[src/rtl/res_wb_pack_if.sv]
// Handshake bundle for res_wb_pack: residual-add input stream plus the write-request port.
// Beat geometry comes from the CNN build defines; the fallbacks match the reference build.
`ifndef Tout
`define Tout 32
`endif
`ifndef MAX_DAT_DW
`define MAX_DAT_DW 8
`endif

interface res_wb_pack_if #(
  parameter int ADDR_W = 32
);
  localparam int DATA_W = `Tout * `MAX_DAT_DW;

  logic              dat_in_vld;
  logic              dat_in_rdy;
  logic [DATA_W-1:0] dat_in_pd;
  logic              wr_vld;
  logic              wr_rdy;
  logic [ADDR_W-1:0] wr_addr;
  logic [DATA_W-1:0] wr_data;
  logic              wr_last;

  // The environment side: drives beats in and accepts writes out.
  modport master (
    output dat_in_vld, dat_in_pd, wr_rdy,
    input  dat_in_rdy, wr_vld, wr_addr, wr_data, wr_last
  );

  modport slave (
    input  dat_in_vld, dat_in_pd, wr_rdy,
    output dat_in_rdy, wr_vld, wr_addr, wr_data, wr_last
  );
endinterface

[src/rtl/res_wb_pack.sv]
// Packs residual-add result beats into addressed write requests for one 2-D tile.
// Optional zero-lane statistic enabled by defining RESWB_ZERO_CNT_EN.
`ifndef Tout
`define Tout 32
`endif
`ifndef MAX_DAT_DW
`define MAX_DAT_DW 8
`endif

module res_wb_pack #(
  parameter int ADDR_W = 32,
  parameter int LEN_W  = 16
) (
  input  logic              clk,
  input  logic              rst,
  input  logic              start,
  input  logic [ADDR_W-1:0] cfg_base_addr,
  input  logic [LEN_W-1:0]  cfg_w,
  input  logic [LEN_W-1:0]  cfg_h,
  input  logic [ADDR_W-1:0] cfg_line_stride,
  output logic              busy,
  output logic              done,
  output logic [31:0]       zero_cnt,
  res_wb_pack_if.slave      bus
);
  localparam int LANES      = `Tout;
  localparam int LANE_W     = `MAX_DAT_DW;
  localparam int DATA_W     = LANES * LANE_W;
  localparam int BEAT_BYTES = DATA_W / 8;

  typedef enum logic [1:0] {IDLE, RUN, DRAIN, DONE} state_t;

  state_t            state;
  logic [LEN_W-1:0]  w_q, h_q, x, y;
  logic [ADDR_W-1:0] stride_q, line_base, cur_addr;

  logic [ADDR_W-1:0] buf_addr [2];
  logic [DATA_W-1:0] buf_data [2];
  logic [1:0]        buf_last;
  logic              rd_ptr, wr_ptr;
  logic [1:0]        count;

  logic in_acc, pop, x_end, last_flag;

  // Readiness depends only on registered state, never on wr_rdy.
  assign bus.dat_in_rdy = (state == RUN) && (count != 2'd2);
  assign in_acc         = bus.dat_in_vld && bus.dat_in_rdy;
  assign pop            = bus.wr_vld && bus.wr_rdy;
  assign x_end          = (x == w_q - LEN_W'(1));
  assign last_flag      = x_end && (y == h_q - LEN_W'(1));

  assign busy = (state != IDLE);
  assign done = (state == DONE);

  assign bus.wr_vld  = (count != 2'd0);
  assign bus.wr_addr = bus.wr_vld ? buf_addr[rd_ptr] : '0;
  assign bus.wr_data = bus.wr_vld ? buf_data[rd_ptr] : '0;
  assign bus.wr_last = bus.wr_vld && buf_last[rd_ptr];

  always_ff @(posedge clk) begin
    if (rst) begin
      state     <= IDLE;
      w_q       <= '0;
      h_q       <= '0;
      stride_q  <= '0;
      x         <= '0;
      y         <= '0;
      line_base <= '0;
      cur_addr  <= '0;
      rd_ptr    <= 1'b0;
      wr_ptr    <= 1'b0;
      count     <= '0;
    end else begin
      case (state)
        IDLE: if (start) begin
          w_q       <= cfg_w;
          h_q       <= cfg_h;
          stride_q  <= cfg_line_stride;
          line_base <= cfg_base_addr;
          cur_addr  <= cfg_base_addr;
          x         <= '0;
          y         <= '0;
          state     <= (cfg_w == '0 || cfg_h == '0) ? DONE : RUN;
        end
        RUN: if (in_acc) begin
          if (x_end) begin
            x         <= '0;
            y         <= y + LEN_W'(1);
            line_base <= line_base + stride_q;
            cur_addr  <= line_base + stride_q;
          end else begin
            x        <= x + LEN_W'(1);
            cur_addr <= cur_addr + ADDR_W'(BEAT_BYTES);
          end
          if (last_flag) state <= DRAIN;
        end
        DRAIN: if (pop && bus.wr_last) state <= DONE;
        DONE:  state <= IDLE;
        default: state <= IDLE;
      endcase

      if (in_acc) wr_ptr <= ~wr_ptr;
      if (pop)    rd_ptr <= ~rd_ptr;
      count <= count + 2'(in_acc) - 2'(pop);
    end
  end

  // NOTE: buffer storage is deliberately not reset; emptiness is tracked by count and
  // the outputs are masked to zero while empty, so stale contents are never visible.
  always_ff @(posedge clk) begin
    if (in_acc) begin
      buf_addr[wr_ptr] <= cur_addr;
      buf_data[wr_ptr] <= bus.dat_in_pd;
      buf_last[wr_ptr] <= last_flag;
    end
  end

`ifdef RESWB_ZERO_CNT_EN
  localparam int ZW = $clog2(LANES + 1);

  logic [ZW-1:0] zero_lanes;
  logic [32:0]   zero_sum;

  always_comb begin
    zero_lanes = '0;
    for (int i = 0; i < LANES; i++) begin
      if (bus.dat_in_pd[i*LANE_W +: LANE_W] == '0) zero_lanes = zero_lanes + ZW'(1);
    end
  end

  assign zero_sum = {1'b0, zero_cnt} + 33'(zero_lanes);

  always_ff @(posedge clk) begin
    if (rst)                         zero_cnt <= '0;
    else if (state == IDLE && start) zero_cnt <= '0;
    else if (in_acc)                 zero_cnt <= zero_sum[32] ? 32'hFFFF_FFFF : zero_sum[31:0];
  end
`else
  assign zero_cnt = '0;
`endif

endmodule

[src/flat_wrapper.sv]
// flat-port wrapper written by rule: the top's interface ports become plain ports
module res_wb_pack_flat 
#(
  parameter int ADDR_W = 32,
  parameter int LEN_W  = 16
)
  (clk, rst, start, cfg_base_addr, cfg_w, cfg_h, cfg_line_stride, busy, done, zero_cnt, bus_dat_in_vld, bus_dat_in_pd, bus_wr_rdy, bus_dat_in_rdy, bus_wr_vld, bus_wr_addr, bus_wr_data, bus_wr_last);
  res_wb_pack_if #(.ADDR_W(ADDR_W)) bus_i ();
  input  logic clk;
  input  logic rst;
  input  logic start;
  input  logic [ADDR_W-1:0] cfg_base_addr;
  input  logic [LEN_W-1:0] cfg_w;
  input  logic [LEN_W-1:0] cfg_h;
  input  logic [ADDR_W-1:0] cfg_line_stride;
  output logic busy;
  output logic done;
  output logic [31:0] zero_cnt;
  input wire logic [$bits(bus_i.dat_in_vld)-1:0] bus_dat_in_vld;
  input wire logic [$bits(bus_i.dat_in_pd)-1:0] bus_dat_in_pd;
  input wire logic [$bits(bus_i.wr_rdy)-1:0] bus_wr_rdy;
  output wire logic [$bits(bus_i.dat_in_rdy)-1:0] bus_dat_in_rdy;
  output wire logic [$bits(bus_i.wr_vld)-1:0] bus_wr_vld;
  output wire logic [$bits(bus_i.wr_addr)-1:0] bus_wr_addr;
  output wire logic [$bits(bus_i.wr_data)-1:0] bus_wr_data;
  output wire logic [$bits(bus_i.wr_last)-1:0] bus_wr_last;
  assign bus_i.dat_in_vld = bus_dat_in_vld;
  assign bus_i.dat_in_pd = bus_dat_in_pd;
  assign bus_i.wr_rdy = bus_wr_rdy;
  assign bus_dat_in_rdy = bus_i.dat_in_rdy;
  assign bus_wr_vld = bus_i.wr_vld;
  assign bus_wr_addr = bus_i.wr_addr;
  assign bus_wr_data = bus_i.wr_data;
  assign bus_wr_last = bus_i.wr_last;
  res_wb_pack #(.ADDR_W(ADDR_W), .LEN_W(LEN_W)) u_core (.clk(clk), .rst(rst), .start(start), .cfg_base_addr(cfg_base_addr), .cfg_w(cfg_w), .cfg_h(cfg_h), .cfg_line_stride(cfg_line_stride), .busy(busy), .done(done), .zero_cnt(zero_cnt), .bus(bus_i));
endmodule
[config.mk]
export PLATFORM = sky130hd
export DESIGN_NAME = res_wb_pack_flat
export DESIGN_NICKNAME = d
export VERILOG_FILES = /design/src/rtl/res_wb_pack_if.sv /design/src/rtl/res_wb_pack.sv /design/src/flat_wrapper.sv
export SDC_FILE = /design/constraint.sdc
export NUM_CORES = 1
export LEC_CHECK = 0
export CAP_MARGIN = 15
export CORE_MARGIN = 1.5
export CORE_UTILIZATION = 39
export DETAILED_ROUTE_END_ITERATION = 10
export SLEW_MARGIN = 15
export SYNTH_ARGS = -nofsm -noshare
export SYNTH_HDL_FRONTEND = slang
export SYNTH_SLANG_ARGS = --single-unit
export TNS_END_PERCENT = 20
[constraint.sdc]
create_clock -name clk -period 54.8 [get_ports clk]
set_input_delay 16.44 -clock clk [delete_from_list [all_inputs] [get_ports clk]]
set_output_delay 16.44 -clock clk [all_outputs]
set_load 0.1 [all_outputs]
Word level (Yosys, flattened, before mapping)
Memory sizes are Yosys's and may differ from the RTL's. A register that Yosys moved wholly into a read port is not among the register bits.
Index checks and enable logic that the tools add are counted.
W data, S select, Z words.

cells by class
  mux-type cells = 33
  divide/modulo/power cells = 0
  shift-type cells = 0
  $mul = 0
  $lt $le $gt $ge = 3
  reduce and logical (&&, ||, !) cells = 18
  eq/ne operators = 11
  bitwise logic cells = 2
  add/sub/neg operators = 8

operator list
  kind                     number
  $mux W256                1
  $mux W32                 6
  $pmux W32 S2             2
  $mux W16                 5
  $pmux W16 S2             2
  $add A16 B1 Y16 const B  2
  $add A32 B32 Y32         1
  $add A32 B6 Y32 const B  1
  $eq A16 B16 Y1           2
  $logic_not A16 Y1        2
  $sub A16 B1 Y16 const B  2
  $mux W2                  5
  $mux W1                  9
  $ne A2 B1 Y1 const B     4
  $pmux W2 S4              1
  $reduce_and A4 Y1        2
  $logic_and A1 B1 Y1      7
  $reduce_bool A2 Y1       3
  $eq A2 B2 Y1 const B     2
  $lt A1 B2 Y1 const B     2
  $ne A2 B2 Y1 const B     2
  $reduce_and A3 Y1        1
  $add A2 B1 Y2            1
  $bwmux W2                1
  8 further kinds          9

storage, ports and cells
  output and inout bits = 325
  memories = 2
  register bits = 168
  input bits = 357
  logic and storage cells = 89
  latch bits = 0
  bits in read-only memories = 0
  bits in writable memories = 576

memory list
  memory           words  bits a word  read ports  clocked after memory_dff  wr ports  RTL line           source
  u_core.buf_data  2      256          1           1                         1         res_wb_pack.sv:38  logic [DATA_W-1:0] buf_data [2];
  u_core.buf_addr  2      32           1           1                         1         res_wb_pack.sv:37  logic [ADDR_W-1:0] buf_addr [2];

Logic depth before layout (Yosys ltp)
  depth in word-level cells = 6
  mapped depth = 15

Worst setup path after synthesis
No wires, ideal clock.

  path type = input -> register
  start point = in bus_dat_in_vld
  end point = mem u_core.buf_addr[0][0], enable pin
  stages = 2
  required time = 53,854 ps
  path buffers = 0
  setup time = 946 ps
  slack = 25,240 ps
  arrival time = 28,614 ps
  cell sequence = nand2_1 -> nor2_1

on the way
  word-level cells in the longest chain between the ends = 3

ends and longest elaborated chain
  element                        RTL line            source
  start, declared                flat_wrapper.sv:19  input wire logic [$bits(bus_i.dat_in_vld)-1:0] bus_dat_in_vld;
  $logic_and A1 B1 Y1            res_wb_pack.sv:47   assign in_acc = bus.dat_in_vld && bus.dat_in_rdy;
  $mux W1                        res_wb_pack.sv:111  if (in_acc) begin
  $mux W1 (implied by the code)  res_wb_pack.sv:112  buf_addr[wr_ptr] <= cur_addr;
  end, declared                  res_wb_pack.sv:37

Every way passes these cells.

==> out/qor.csv <==
metric;value;unit
setup_viol;0;
synth_edf_count;578;
worstHoldEndpoint;u_core.buf_addr[0][4];
gp_congestion;0.8977;
min_from;u_core.cur_addr[4];
rr_worst_depth;9;
boundaryPins;682;
cp.required;38.36;ns
antenna_left;0;
cts_buffers;82;
ys_warn_count;0;
fillers;6937;
tns;0;ns
r2r_setup_slack;49.60;ns
path_class;reg2out;
drv_slew;0;
cts_max_path_buffers;3;
vias;22405;
cts_setup_buffers;0;
grt_max_degree;205;
period_minus_slack;21.85;ns
synthMuxAreaShare;0.09187;
cpMostUsedCell;buf_4;
worstSetupEndpointType;output port;
clkTransAtPathRegs;0.06;ns
yosys.cell_count.top_type;edfxtp_1;
synthArstFlopShare;0;
grt_pass1_vias;21636;
startpoint_type;flip-flop;
hold_viol_final;0;
synth_top_area_cell;edfxtp_1;
fin_nets;3566;
arrival;5.41;ns
track_usage;0.2235;
cts_tree;yes;
cts_hold_buf;0;
synth_ff_type;edfxtp_1;
detail_route.wl_per_cell;22.40;um
syn_inst;2546;
dieArea;83020;sq um
cts_root_buf;clkbuf_16;
clock-sinks;745;
die_w;288.1;um
rsz0062_at_grt;no;
synth-seq-area-share;0.6529;
fp.coreArea;80550;sq um
firstDrtPassIters;5;
portBuffers;649;
r2r_start;u_core.state[1];
synth_cell_types;73;
tightest_slew;1.180;ns
clkLatencyLatePin;0.61;ns
cap_violations;0;
holdWs;0.4586;ns
synth_common_cells;edfxtp_1 (578), nor2_1 (431), mux2i_1 (291), nand2_1 (200), dfxtp_1 (167);
status;completed;
finClkSkew;0.02890;ns
fmax;0.04577;GHz
r2r_end;u_core.buf_data[0][234];
hold_path.class;reg2reg;
ys_ff_latch;745;
start_util;0.3936;
cts_resized;0;
htreeDepth;3;
drive_above_1_share;0.05446;
drt_iter0_drc;1819;
period_share;0.3987;
area_growth;31.84;%
ir_drop;0.04617;mV
whs_path_depth;0;
cellPowerDensity;63.94;nW/um^2
syn_area_per_cell;12.45;sq um
die_h;288.1;um
synth_compound_area_frac;0.06728;
synth_top_area_frac;0.5474;
synth_fa_ha_area_frac;0.01760;
max_stage_delay;1.15;ns
yosys.area_share.simple;0.1168;
drt-total-wl;96300;um
synth_top_family_by_area;simple AND/OR/NAND/NOR gates;
antenna_found_initial;16;
synth_area;31710;sq um
crit_path_cell_trace;buf_4 -> buf_4 -> buf_4 -> mux2i_1 -> nor2_1 -> clkdlybuf4s50_1;
overflow;0;
slowest_stage;clkdlybuf4s50_1;
grt_first_pass_wirelength;139600;um
path_max_fanout;62;
slew_headroom;0.2107;
drc_errors;0;
vias_per_cell;5.212;
synth_area_leaders;edfxtp_1 (55%), dfxtp_1 (11%), mux2i_1 (9.2%);
rows;104;
p_leak;14.28;nW
place_hpwl;70520;um
synth_xor_area_frac;0.02486;
-- how the worst max path moves through the flow --
| stage | to | from | slack [ns] | depth (start not counted) |
|---|---|---|---|---|
| 6_report | bus_wr_data[251] | flip-flop | 32.95 | 6 |
| 5_1_grt | bus_wr_data[206] | flip-flop | 32.61 | 6 |
| 4_1_cts | bus_wr_data[254] | flip-flop | 32.90 | 6 |
| 3_5_place_dp | bus_wr_data[254] | flip-flop | 33.58 | 6 |
| 3_3_place_gp | bus_wr_data[229] | flip-flop | 33.70 | 6 |
| 2_1_floorplan | u_core.buf_addr[0][0] | bus_dat_in_vld | 25.24 | 2 |
-- sequential cells by signal, indices dropped and copies added (netlist names), named ones only --
| name | count |
|---|---|
| u_core.buf_data | 512 |
| u_core.rd_ptr | 1 |
| u_core.y | 16 |
| u_core.wr_ptr | 1 |
| u_core.buf_addr | 64 |
| u_core.cur_addr | 32 |
| u_core.stride_q | 32 |
| u_core.buf_last | 2 |
| u_core.state | 2 |
| u_core.count | 2 |
| u_core.h_q | 16 |
| u_core.line_base | 32 |
| u_core.x | 16 |
| u_core.w_q | 16 |
-- through the flow --
stage	setup slack [ns]	instance area, sq um	utilization	instances	power [mW]
6_report	32.95	41800	0.5190	4299	2.673
5_1_grt	32.61	41790	0.5189	4296	2.773
4_1_cts	32.90	41780	0.5187	4292	2.692
3_5_place_dp	33.58	39090	0.4853	4141	2.139
3_3_place_gp	33.70	39090	0.4853	4141	2.128
2_1_floorplan	25.24	31820	-	2577	1.809
-- report_power, final --
part / internal (mW) / switching [mW] / total [mW]
sequential: 0.696 / 0.0425 / 0.739
combinational: 0.320 / 1.07 / 1.39
clock: 0.323 / 0.226 / 0.549
total: 1.34 / 1.33 / 2.67
-- layer usage --
layer / GRT usage / wire, um / vias up
met5: 0 / 55 / -
met1: 0.2897 / 39960 / 10963
met2: 0.3775 / 47280 / 801
met4: 0.06270 / 2247 / 8
li1: - / - / 10501
met3: 0.04826 / 6771 / 132
-- layout by cell type, fill, tap and decap left out, drive strengths merged, types with 6 or more instances in the layout --
cell             n
a221oi          12
o21a            17
nor4b            7
a211oi          13
and3            28
o21ai           47
dfxtp          167
or4             10
mux2i          291
nor2b           11
nor2           431
o221ai          21
a21o            17
conb            32
diode            7
nand4           25
o31ai            9
inv             38
clkbuf         100
buf             26
and4             7
nor4            21
clkinv          36
nand2b          10
ha              43
a211o            6
a31oi           10
xnor2           48
nand3           37
edfxtp         578
xor2            42
nand2          200
bufinv           8
clkdlybuf4s50  646
nor3            32
a21oi          123
or3             10
-- worst max-delay path, delay by kind of cell (launching register included) --
| family | cells | cell delay, ns |
|---|---|---|
| buffers and inverters | 4 | 3.79 |
| DFF | 1 | 0.46 |
| muxes | 1 | 0.21 |
| and+or+nand+nor | 1 | 0.14 |
-- area by class of cell --
type	count	area [sq um]	share of cell area
Timing Repair Buffer	672	6684	0.1599
Antenna cell	7	17.52	0.0004190
Clock inverter	51	506.7	0.01212
Inverter	35	131.4	0.003143
Multi-Input combinational cell	1629	10250	0.2452
Clock buffer	100	2182	0.05220
Tap cell	1060	1326	0.03173
Sequential cell	745	20700	0.4953
-- cells by family after synthesis --
family / Yosys count
AND/OR/NAND/NOR: 845
AO/OA/AOI/OAI: 327
multiplexers: 291
adder cells (fa/ha/maj): 44
XOR/XNOR: 90
other: 1
buffers and inverters: 203
flip-flops: 745
Note: power is estimated with default switching activity, not from simulation.
